### config.mk
export PLATFORM = sky130hd
export DESIGN_NAME = simple_st0_data_tx
export DESIGN_NICKNAME = d
export VERILOG_FILES = /design/src/rtl/simple_st0_data_tx.sv
export SDC_FILE = /design/constraint.sdc
export NUM_CORES = 1
export LEC_CHECK = 0
export ABC_AREA = 0
export CAP_MARGIN = 10
export CORE_MARGIN = 8
export CORE_UTILIZATION = 50
export DETAILED_ROUTE_END_ITERATION = 8
export GPL_ROUTABILITY_DRIVEN = 0
export PLACE_DENSITY = 0.67
export SLEW_MARGIN = 20
export SYNTH_ARGS = -nofsm -noshare
export SYNTH_HDL_FRONTEND = slang
export SYNTH_SLANG_ARGS = --single-unit
### constraint.sdc
create_clock -name clk -period 17.5 [get_ports clk]
set_input_delay 1.75 -clock clk [delete_from_list [all_inputs] [get_ports clk]]
set_output_delay 1.75 -clock clk [all_outputs]
set_load 0.005 [all_outputs]
### src/rtl/simple_st0_data_tx.sv
// Stage_0_data transmitter: streams frames out of a sync-read sample RAM as vld/rdy/fst beats.
// An output register plus a small skid buffer hides the one-cycle RAM latency for full-rate streaming.
module simple_st0_data_tx #(
  parameter int DATA_W = 32,
  parameter int ADDR_W = 6,
  parameter int LEN_W  = 6,
  parameter int CNT_W  = 8,
  parameter int FIFO_D = 4
) (
  input  logic              clk,
  input  logic              reset,
  input  logic              start,
  input  logic [LEN_W-1:0]  frame_length,
  input  logic [CNT_W-1:0]  frame_count,
  input  logic [ADDR_W-1:0] base_addr,
  output logic              mem_rd_en,
  output logic [ADDR_W-1:0] mem_rd_addr,
  input  logic [DATA_W-1:0] mem_rd_data,
  output logic [DATA_W-1:0] stage_data,
  output logic              stage_data_fst,
  output logic              stage_data_vld,
  input  logic              stage_data_rdy,
  output logic              busy,
  output logic              done
);

  localparam int TOT_W = LEN_W + CNT_W;
  // The output register is one of the FIFO_D slots; the buffer holds the rest.
  localparam int BUF_D = FIFO_D - 1;
  localparam int PTR_W = (BUF_D > 1) ? $clog2(BUF_D) : 1;
  localparam int OCC_W = $clog2(FIFO_D + 3) + 1;

  typedef enum logic [1:0] {
    IDLE  = 2'd0,
    RUN   = 2'd1,
    DRAIN = 2'd2,
    DONE  = 2'd3
  } state_t;

  state_t             state_r;
  logic [LEN_W-1:0]   len_r;
  logic [LEN_W-1:0]   elem_r;
  logic [ADDR_W-1:0]  base_r;
  logic [TOT_W-1:0]   total_r;
  logic [TOT_W-1:0]   issue_cnt_r;
  logic               mem_rd_en_r;
  logic [ADDR_W-1:0]  mem_rd_addr_r;
  logic               rd_fst_r;
  logic               pend_vld_r;
  logic               pend_fst_r;
  logic [DATA_W-1:0]  buf_data_r [BUF_D];
  logic               buf_fst_r  [BUF_D];
  logic [PTR_W-1:0]   wr_ptr_r;
  logic [PTR_W-1:0]   rd_ptr_r;
  logic [OCC_W-1:0]   buf_cnt_r;
  logic [DATA_W-1:0]  out_data_r;
  logic               out_fst_r;
  logic               out_vld_r;
  logic               busy_r;
  logic               done_r;

  logic               pop_s;
  logic               load_out_s;
  logic               buf_empty_s;
  logic               buf_pop_s;
  logic               bypass_s;
  logic               buf_push_s;
  logic [OCC_W-1:0]   outstanding_s;
  logic               credit_s;
  logic               drain_end_s;
  logic [TOT_W-1:0]   total_s;

  function automatic logic [PTR_W-1:0] ptr_inc(input logic [PTR_W-1:0] p);
    ptr_inc = (p == PTR_W'(BUF_D - 1)) ? PTR_W'(0) : p + PTR_W'(1);
  endfunction

  // Handshake, buffer steering and read-credit decisions.
  always_comb begin
    pop_s       = out_vld_r & stage_data_rdy;
    load_out_s  = ~out_vld_r | pop_s;
    buf_empty_s = (buf_cnt_r == OCC_W'(0));
    buf_pop_s   = load_out_s & ~buf_empty_s;
    bypass_s    = load_out_s & buf_empty_s & pend_vld_r;
    buf_push_s  = pend_vld_r & ~bypass_s;
    // Occupancy next cycle, counting this cycle's read and the one whose data is on the bus.
    outstanding_s = OCC_W'(out_vld_r) + buf_cnt_r + OCC_W'(pend_vld_r)
                  + OCC_W'(mem_rd_en_r) - OCC_W'(pop_s);
    credit_s    = (outstanding_s < OCC_W'(FIFO_D));
    drain_end_s = pop_s & buf_empty_s & ~pend_vld_r & ~mem_rd_en_r;
    total_s     = TOT_W'(frame_length) * TOT_W'(frame_count);
  end

  // Control FSM and RAM read issue.
  always_ff @(posedge clk or posedge reset) begin
    if (reset) begin
      state_r       <= IDLE;
      len_r         <= LEN_W'(0);
      elem_r        <= LEN_W'(0);
      base_r        <= ADDR_W'(0);
      total_r       <= TOT_W'(0);
      issue_cnt_r   <= TOT_W'(0);
      mem_rd_en_r   <= 1'b0;
      mem_rd_addr_r <= ADDR_W'(0);
      rd_fst_r      <= 1'b0;
      busy_r        <= 1'b0;
      done_r        <= 1'b0;
    end else begin
      mem_rd_en_r <= 1'b0;
      done_r      <= 1'b0;
      case (state_r)
        IDLE: begin
          if (start) begin
            if ((frame_length != LEN_W'(0)) && (frame_count != CNT_W'(0))) begin
              len_r         <= frame_length;
              base_r        <= base_addr;
              total_r       <= total_s;
              mem_rd_en_r   <= 1'b1;
              mem_rd_addr_r <= base_addr;
              rd_fst_r      <= 1'b1;
              issue_cnt_r   <= TOT_W'(1);
              elem_r        <= (frame_length == LEN_W'(1)) ? LEN_W'(0) : LEN_W'(1);
              busy_r        <= 1'b1;
              state_r       <= (total_s == TOT_W'(1)) ? DRAIN : RUN;
            end else begin
              done_r  <= 1'b1;
              state_r <= DONE;
            end
          end
        end
        RUN: begin
          if (credit_s) begin
            mem_rd_en_r   <= 1'b1;
            mem_rd_addr_r <= base_r + issue_cnt_r[ADDR_W-1:0];
            rd_fst_r      <= (elem_r == LEN_W'(0));
            elem_r        <= (elem_r == len_r - LEN_W'(1)) ? LEN_W'(0) : elem_r + LEN_W'(1);
            issue_cnt_r   <= issue_cnt_r + TOT_W'(1);
            if (issue_cnt_r + TOT_W'(1) == total_r) begin
              state_r <= DRAIN;
            end
          end
        end
        DRAIN: begin
          if (drain_end_s) begin
            busy_r  <= 1'b0;
            done_r  <= 1'b1;
            state_r <= DONE;
          end
        end
        DONE: begin
          state_r <= IDLE;
        end
        default: begin
          state_r <= IDLE;
        end
      endcase
    end
  end

  // Read-data capture, skid buffer and output register.
  always_ff @(posedge clk or posedge reset) begin
    if (reset) begin
      pend_vld_r <= 1'b0;
      pend_fst_r <= 1'b0;
      for (int i = 0; i < BUF_D; i++) begin
        buf_data_r[i] <= {DATA_W{1'b0}};
        buf_fst_r[i]  <= 1'b0;
      end
      wr_ptr_r   <= PTR_W'(0);
      rd_ptr_r   <= PTR_W'(0);
      buf_cnt_r  <= OCC_W'(0);
      out_data_r <= {DATA_W{1'b0}};
      out_fst_r  <= 1'b0;
      out_vld_r  <= 1'b0;
    end else begin
      pend_vld_r <= mem_rd_en_r;
      pend_fst_r <= rd_fst_r;
      if (load_out_s) begin
        if (buf_pop_s) begin
          out_data_r <= buf_data_r[rd_ptr_r];
          out_fst_r  <= buf_fst_r[rd_ptr_r];
          out_vld_r  <= 1'b1;
          rd_ptr_r   <= ptr_inc(rd_ptr_r);
        end else if (bypass_s) begin
          out_data_r <= mem_rd_data;
          out_fst_r  <= pend_fst_r;
          out_vld_r  <= 1'b1;
        end else begin
          out_vld_r  <= 1'b0;
        end
      end
      if (buf_push_s) begin
        buf_data_r[wr_ptr_r] <= mem_rd_data;
        buf_fst_r[wr_ptr_r]  <= pend_fst_r;
        wr_ptr_r             <= ptr_inc(wr_ptr_r);
      end
      case ({buf_push_s, buf_pop_s})
        2'b10:   buf_cnt_r <= buf_cnt_r + OCC_W'(1);
        2'b01:   buf_cnt_r <= buf_cnt_r - OCC_W'(1);
        default: buf_cnt_r <= buf_cnt_r;
      endcase
    end
  end

  assign mem_rd_en      = mem_rd_en_r;
  assign mem_rd_addr    = mem_rd_addr_r;
  assign stage_data     = out_data_r;
  assign stage_data_fst = out_fst_r;
  assign stage_data_vld = out_vld_r;
  assign busy           = busy_r;
  assign done           = done_r;

endmodule
==> metrics.txt, run 1 <==
Critical Path Fanout Max 10; Synth warnings 0; Die Wd 166.2 um; vias 8399; drt first-iter violations between 500 and 600; kind of critical path input pin to flip-flop; pre-CTS worst setup slack 10.93 ns; vias in the first global route between 8000 and 9000; Final period util 0.3485; synthesized area per cell 10.17 um2; Crit path arrival time 6.48 ns; CP Capture Point state_r[0]; setup violators final 0; area leader, netlist dfrtp_1; total core area between 20000 and 25000 um2; Setup TNS 0 ns; most common library cells after synthesis 201 x dfrtp_1, 132 x nand2_1, 109 x o21ai_0; remaining global-route overflow 0; Cell variety after synth 54; FF-to-FF setup slack 13.35 ns; Power Density 174.2 nW/um2; number of routed nets with antenna violations 0; min setup slack post-route 11.40 ns; first-pass GRT wire length 44220 um; area grow syn2layout 17.95%; worst min path class flip-flop to flip-flop; CTS resizes 0; Peak supply drop 0.1060 mV; number of synthesized register bits 201; DR vias/cell 5.648; fmax 164.0 MHz; Crit path required time 17.89 ns; FP Rows 55; Reg clk slew, reported paths around 0.06 ns; register area share after synthesis 0.4457; Leak 5.945 nW; wire length on met3 1005 um; DP Wirelength about 17000 um; EDFF count, synth 0; RSZ-0062 raised after global routing false; Setup crit start kind input pin; initial antenna violation count 0; async set or reset register ratio after synthesis 1.000; Finished Core Util 0.5934; Hold-fix buffers, CTS 0; H-tree levels 1; GRT Overall Usage 0.1899; Slew @ Worst Pin ~1.1 ns; total chip power 2.319 mW; die height approximately 170 um; max-cap violations 0; CTS root buf clkbuf_16; CTS buffer count 23; postcts setup bufs 0; Setup crit start frame_length[2]; synth top area cells dfrtp_1 45%, mux2_2 10%, fa_1 5.0%; CTS tree done; Synthesized Nets 1236; largest net degree at the start of global routing 140; area of the die between 20000 and 30000 um2; share of cells above drive strength 1 0.1381; Layout Skew 0.01109 ns; Nets about 1300; DRT Pass-1 Iters 5; R2R cell count 11; count leader, synth dfrtp_1; r2r startpoint stage_data_vld; share of the synthesized area in the top cell type 0.4457; post-layout instance area roughly 13000 um2; # DRC 0; run status complete, no violations; met2 WL between 10000 and 15000 um; Post-Syn Area about 11000 um2; Worst slew margin 0.2628; Main synth FF type dfrtp_1; routed len/inst 17.59 um; highest metal used met4; port bufs 98; Post-DP Area around 13000 um2; worst skew pair latency 0.52 ns; DRT met1 WL roughly 12000 um; CTS sink cnt 201; final hold violation count 0; # diodes 0; CP endpoint kind flip-flop; final wirelength ~26000 um; Mapped Cells about 1100; I/O pins 99; fin crit period around 6.1 ns; initial core utilization 0.5031; Reg2Reg Capture Point issue_cnt_r[9]; Max Root-Sink Buffers 3; Final Max Tran Viols 0
## cell type report
| class | count | area (um2) |
|---|---|---|
| clock buffers | 30 | 671.9 |
| clock inverters | 12 | 135.1 |
| fillers | 1960 | 9123 |
| inverters | 61 | 236.5 |
| multi-input cells | 791 | 5832 |
| flip-flops and latches | 201 | 5031 |
| well taps | 285 | 356.6 |
| repair buffers | 107 | 1049 |
## routing by layer
layer / GRT usage / up-vias
met5: 0 / -
met4: 0.04113 / 0
met3: 0.02734 / 26
met2: 0.3163 / 162
met1: 0.2599 / 4222
li1: - / 3989
## how the worst min path moves through the flow
stage | from | endpoint | slack (ns) | cells past startpoint
after global routing | rd_fst_r | pend_fst_r | 0.39 | 0
after global placement | rd_fst_r | pend_fst_r | 0.37 | 0
after floorplan | rd_fst_r | pend_fst_r | 0.35 | 0
after CTS | rd_fst_r | pend_fst_r | 0.38 | 0
after detailed placement | rd_fst_r | pend_fst_r | 0.37 | 0
final | rd_fst_r | pend_fst_r | 0.38 | 0
## cells by family after synthesis
family	Yosys count	synth area share
buf+inv	118	0.03936
other cells	1	0.0003323
compound gates	237	0.1239
flops	201	0.4457
fa+ha+maj	70	0.09623
simple gates	299	0.1236
xor+xnor	43	0.03459
mux	141	0.1363
## placed cells by master, fill, tap and decap left out, drive strengths merged, types with 13 or more instances in the layout
| cell type | count |
|---|---|
| fa | 28 |
| o21ai | 110 |
| nor2 | 57 |
| mux2 | 101 |
| mux2i | 40 |
| ha | 42 |
| and2 | 41 |
| xor2 | 19 |
| nand3 | 13 |
| nor3 | 13 |
| clkdlybuf4s50 | 98 |
| dfrtp | 201 |
| inv | 63 |
| a21oi | 65 |
| xnor2 | 23 |
| nand2 | 132 |
| clkbuf | 30 |
## sequential cells by signal (all words and copies together), names as in the netlist, 4 cells and up
register,flops
issue_cnt_r,14
buf_data_r,96
elem_r,6
mem_rd_addr,6
buf_cnt_r,4
base_r,6
stage_data,32
total_r,14
len_r,6
## worst max-delay path, stage by stage
cell,delay (ns)
clkdlybuf4s50_1,0.57
and2_1,0.24
fa_1,0.54
inv_1,0.05
fa_1,0.46
fa_1,0.54
inv_1,0.04
ha_1,0.23
a211oi_1,0.39
o21bai_1,0.16
a2111oi_0,0.58
nor3_1,0.13
a211o_1,0.29
o41ai_1,0.38
mux2i_1,0.12
## metrics by stage
step	hold slack (ns)	instances
detailed placement	0.3705	1445
finish	0.3791	1487
CTS	0.3795	1487
floorplan	0.3535	1110
global placement	0.3708	1445
global route	0.3885	1487
## power by group
part	switching, mW	total, mW	internal, mW
Clock	0.198	0.501	0.303
Combinational	0.518	1.01	0.495
Sequential	0.127	0.805	0.678
Total	0.843	2.32	1.48
Power figures use the tool's default switching activity.
==> run 2: changes to the inputs <==
Settings changed: PLACE_DENSITY 0.67 to 0.69.
Clock period 17.5 ns to 5.2 ns, I/O delays scaled along.
==> run 2 against run 1 <==
  * Clock power grew to 3.2 times the previous value
  * Utilization is 0.44 points higher
  * Cell count is 0.94% higher
  * Sequential power grew to 3.4 times the previous value
  * Clock skew is 0.0028 ns higher
  * Non-clock buffer count is 17 higher
  * Worst setup slack worse by 11 ns
  * Highest routed layer unchanged
==> metrics.txt, run 2 (synthesis gave the netlist of run 1 again) <==
Largest register FFs 96 (unchanged); cell repeated most along the worst path fa_1; CTS resizes 0 (unchanged); CP max stage cell clkdlybuf4s50_1; first-pass GRT wire length 43730 um (-1.1%); fin crit period 4.676 ns; Fillers 1881 (-4.0%); r2r startpoint buf_cnt_r[2]; final hold violation count 0 (unchanged); final wirelength 25760 um (-1.5%); routed len/inst 17.16 um (-2.5%); # diodes 0 (unchanged); Final period util 0.8992; Slowest Stage Delay on Critical Path 0.66 ns (+0.08 ns); Slew @ Worst Pin 1.102 ns (-0.003575 ns); area of the die 27640 um2 (unchanged); Layout Skew 0.01392 ns (+0.002826 ns); total core area 22430 um2 (unchanged); share of cells above drive strength 1 0.1423 (+0.004167); Reg2Reg Capture Point state_r[0]; fmax 213.9 MHz; FP Rows 55 (unchanged); CP endpoint kind flip-flop; H-tree levels 1 (unchanged); CTS buffer count 23 (unchanged); initial antenna violation count 0 (unchanged); drt first-iter violations 533 (-9.2%); Setup crit start frame_length[4]; Worst slew margin 0.2652 (+0.002384); commonest non-fill, non-tap cells in the layout 200 x dfrtp_1, 131 x nand2_1, 109 x o21ai_0; Setup crit start kind input pin; critical path, cell by cell clkdlybuf4s50_1 > nand2_1 > fa_1 > fa_1 > fa_1 > inv_1 > ha_1 > a211oi_1 > o21bai_1 > a2111oi_0 > buf_4 > nor3_1 > a211o_1 > o41ai_1 > mux2i_1; CTS root buf clkbuf_16; Max Root-Sink Buffers 3 (unchanged); area occupied by multi-input gates 5832 um2 (unchanged); Leak 5.991 nW (+0.78%); Reg clk slew, reported paths 0.06 ns (about the same); kind of critical path input pin to flip-flop; RSZ-0062 raised after global routing false; remaining global-route overflow 0 (unchanged); commonest non-fill, non-tap cell in the layout dfrtp_1; I/O pins 99 (unchanged); die height 166.2 um (unchanged); vias in the first global route 8422 (-1.6%); DRT Pass-1 Iters 4 (-1); total chip power 7.769 mW (+240%); # DRC 0 (unchanged); area grow syn2layout 18.83%; FF-to-FF setup slack 1.72 ns (-11.63 ns); Buf/Inv on CP 3 (unchanged); worst min path class input pin to async pin; CTS tree done; Die Wd 166.2 um (unchanged); setup violators final 0 (unchanged); Nets 1328 (+1.3%); register area 5031 um2 (unchanged); port bufs 98 (unchanged); vias 8313 (-1.0%); number of routed nets with antenna violations 0 (unchanged); run status complete, no violations; Hold-fix buffers, CTS 0 (unchanged); largest net degree at the start of global routing 190 (+36%); GRT Overall Usage 0.1880 (-0.001861); Crit path arrival time 5.05 ns (-1.43 ns); Peak supply drop 0.3728 mV (+250%); Critical Path Fanout Max 10 (unchanged); max-cap violations 0 (unchanged); postcts setup bufs 0 (unchanged); R2R cell count 9 (-2); Power Density 579.3 nW/um2 (+230%); crit-path leading delay family adder cells; register with the most flip-flops buf_data_r; Setup TNS 0 ns (unchanged); CTS sink cnt 201 (unchanged); DR vias/cell 5.538 (-1.9%); Crit path required time 5.58 ns (-12.31 ns); DP Wirelength 17450 um (+1.5%); initial core utilization 0.5031 (unchanged); Final Max Tran Viols 0 (unchanged); worst skew pair latency 0.52 ns (about the same)
==> run 2: cell count changes in the layout (fill, tap and decap cells not counted), sizes merged <==
| cell | before | now |
|---|---|---|
| buf | 9 | 26 |
| clkbuf | 30 | 35 |
| clkinv | 7 | 0 |
| inv | 63 | 62 |
==> run 2: layout make-up <==
cell class,instances,area share
multi-input cells,791,0.4349
flip-flops and latches,201,0.3752
repair buffers,124,0.09013
clock buffers,35,0.04926
well taps,285,0.02659
inverters,61,0.01735
clock inverters,4,0.006624
==> run 2: how the worst max path moves through the flow <==
stage                       to  slack [ns]  cells past startpoint
detailed placement  state_r[0]        0.07                     15
finish              state_r[0]        0.52                     15
CTS                 state_r[0]        0.57                     15
floorplan           state_r[0]        0.69                     14
global route        state_r[0]        0.27                     15
global placement    state_r[0]        0.11                     15
==> run 2: power breakdown <==
part           total [mW]  leakage (nW)  internal, mW  switching [mW]
combinational        3.43          3.16          1.70            1.73
sequential           2.72          2.46          2.28           0.441
clock                1.62         0.364         0.978           0.638
==> run 2: routing by layer <==
layer | share of wire | GRT usage | wire length, um
met1 | 0.46 | 0.2548 | 11800
met3 | 0.043 | 0.02876 | 1110
met5 | 0 | 0 | 0
met2 | 0.48 | 0.3152 | 12430
met4 | 0.016 | 0.03995 | 412
==> run 2: metrics by stage <==
stage | worst slack [ns] | hold slack (ns) | area, um2 | instances | utilization
floorplan | 0.6880 | 0.3535 | 11290 | 1110 | -
global placement | 0.1058 | 0.3654 | 12630 | 1461 | 0.5628
detailed placement | 0.07013 | 0.3677 | 12630 | 1461 | 0.5630
CTS | 0.5680 | 0.3168 | 13380 | 1500 | 0.5964
global route | 0.2720 | 0.3272 | 13410 | 1501 | 0.5978
finish | 0.5243 | 0.3163 | 13410 | 1501 | 0.5978
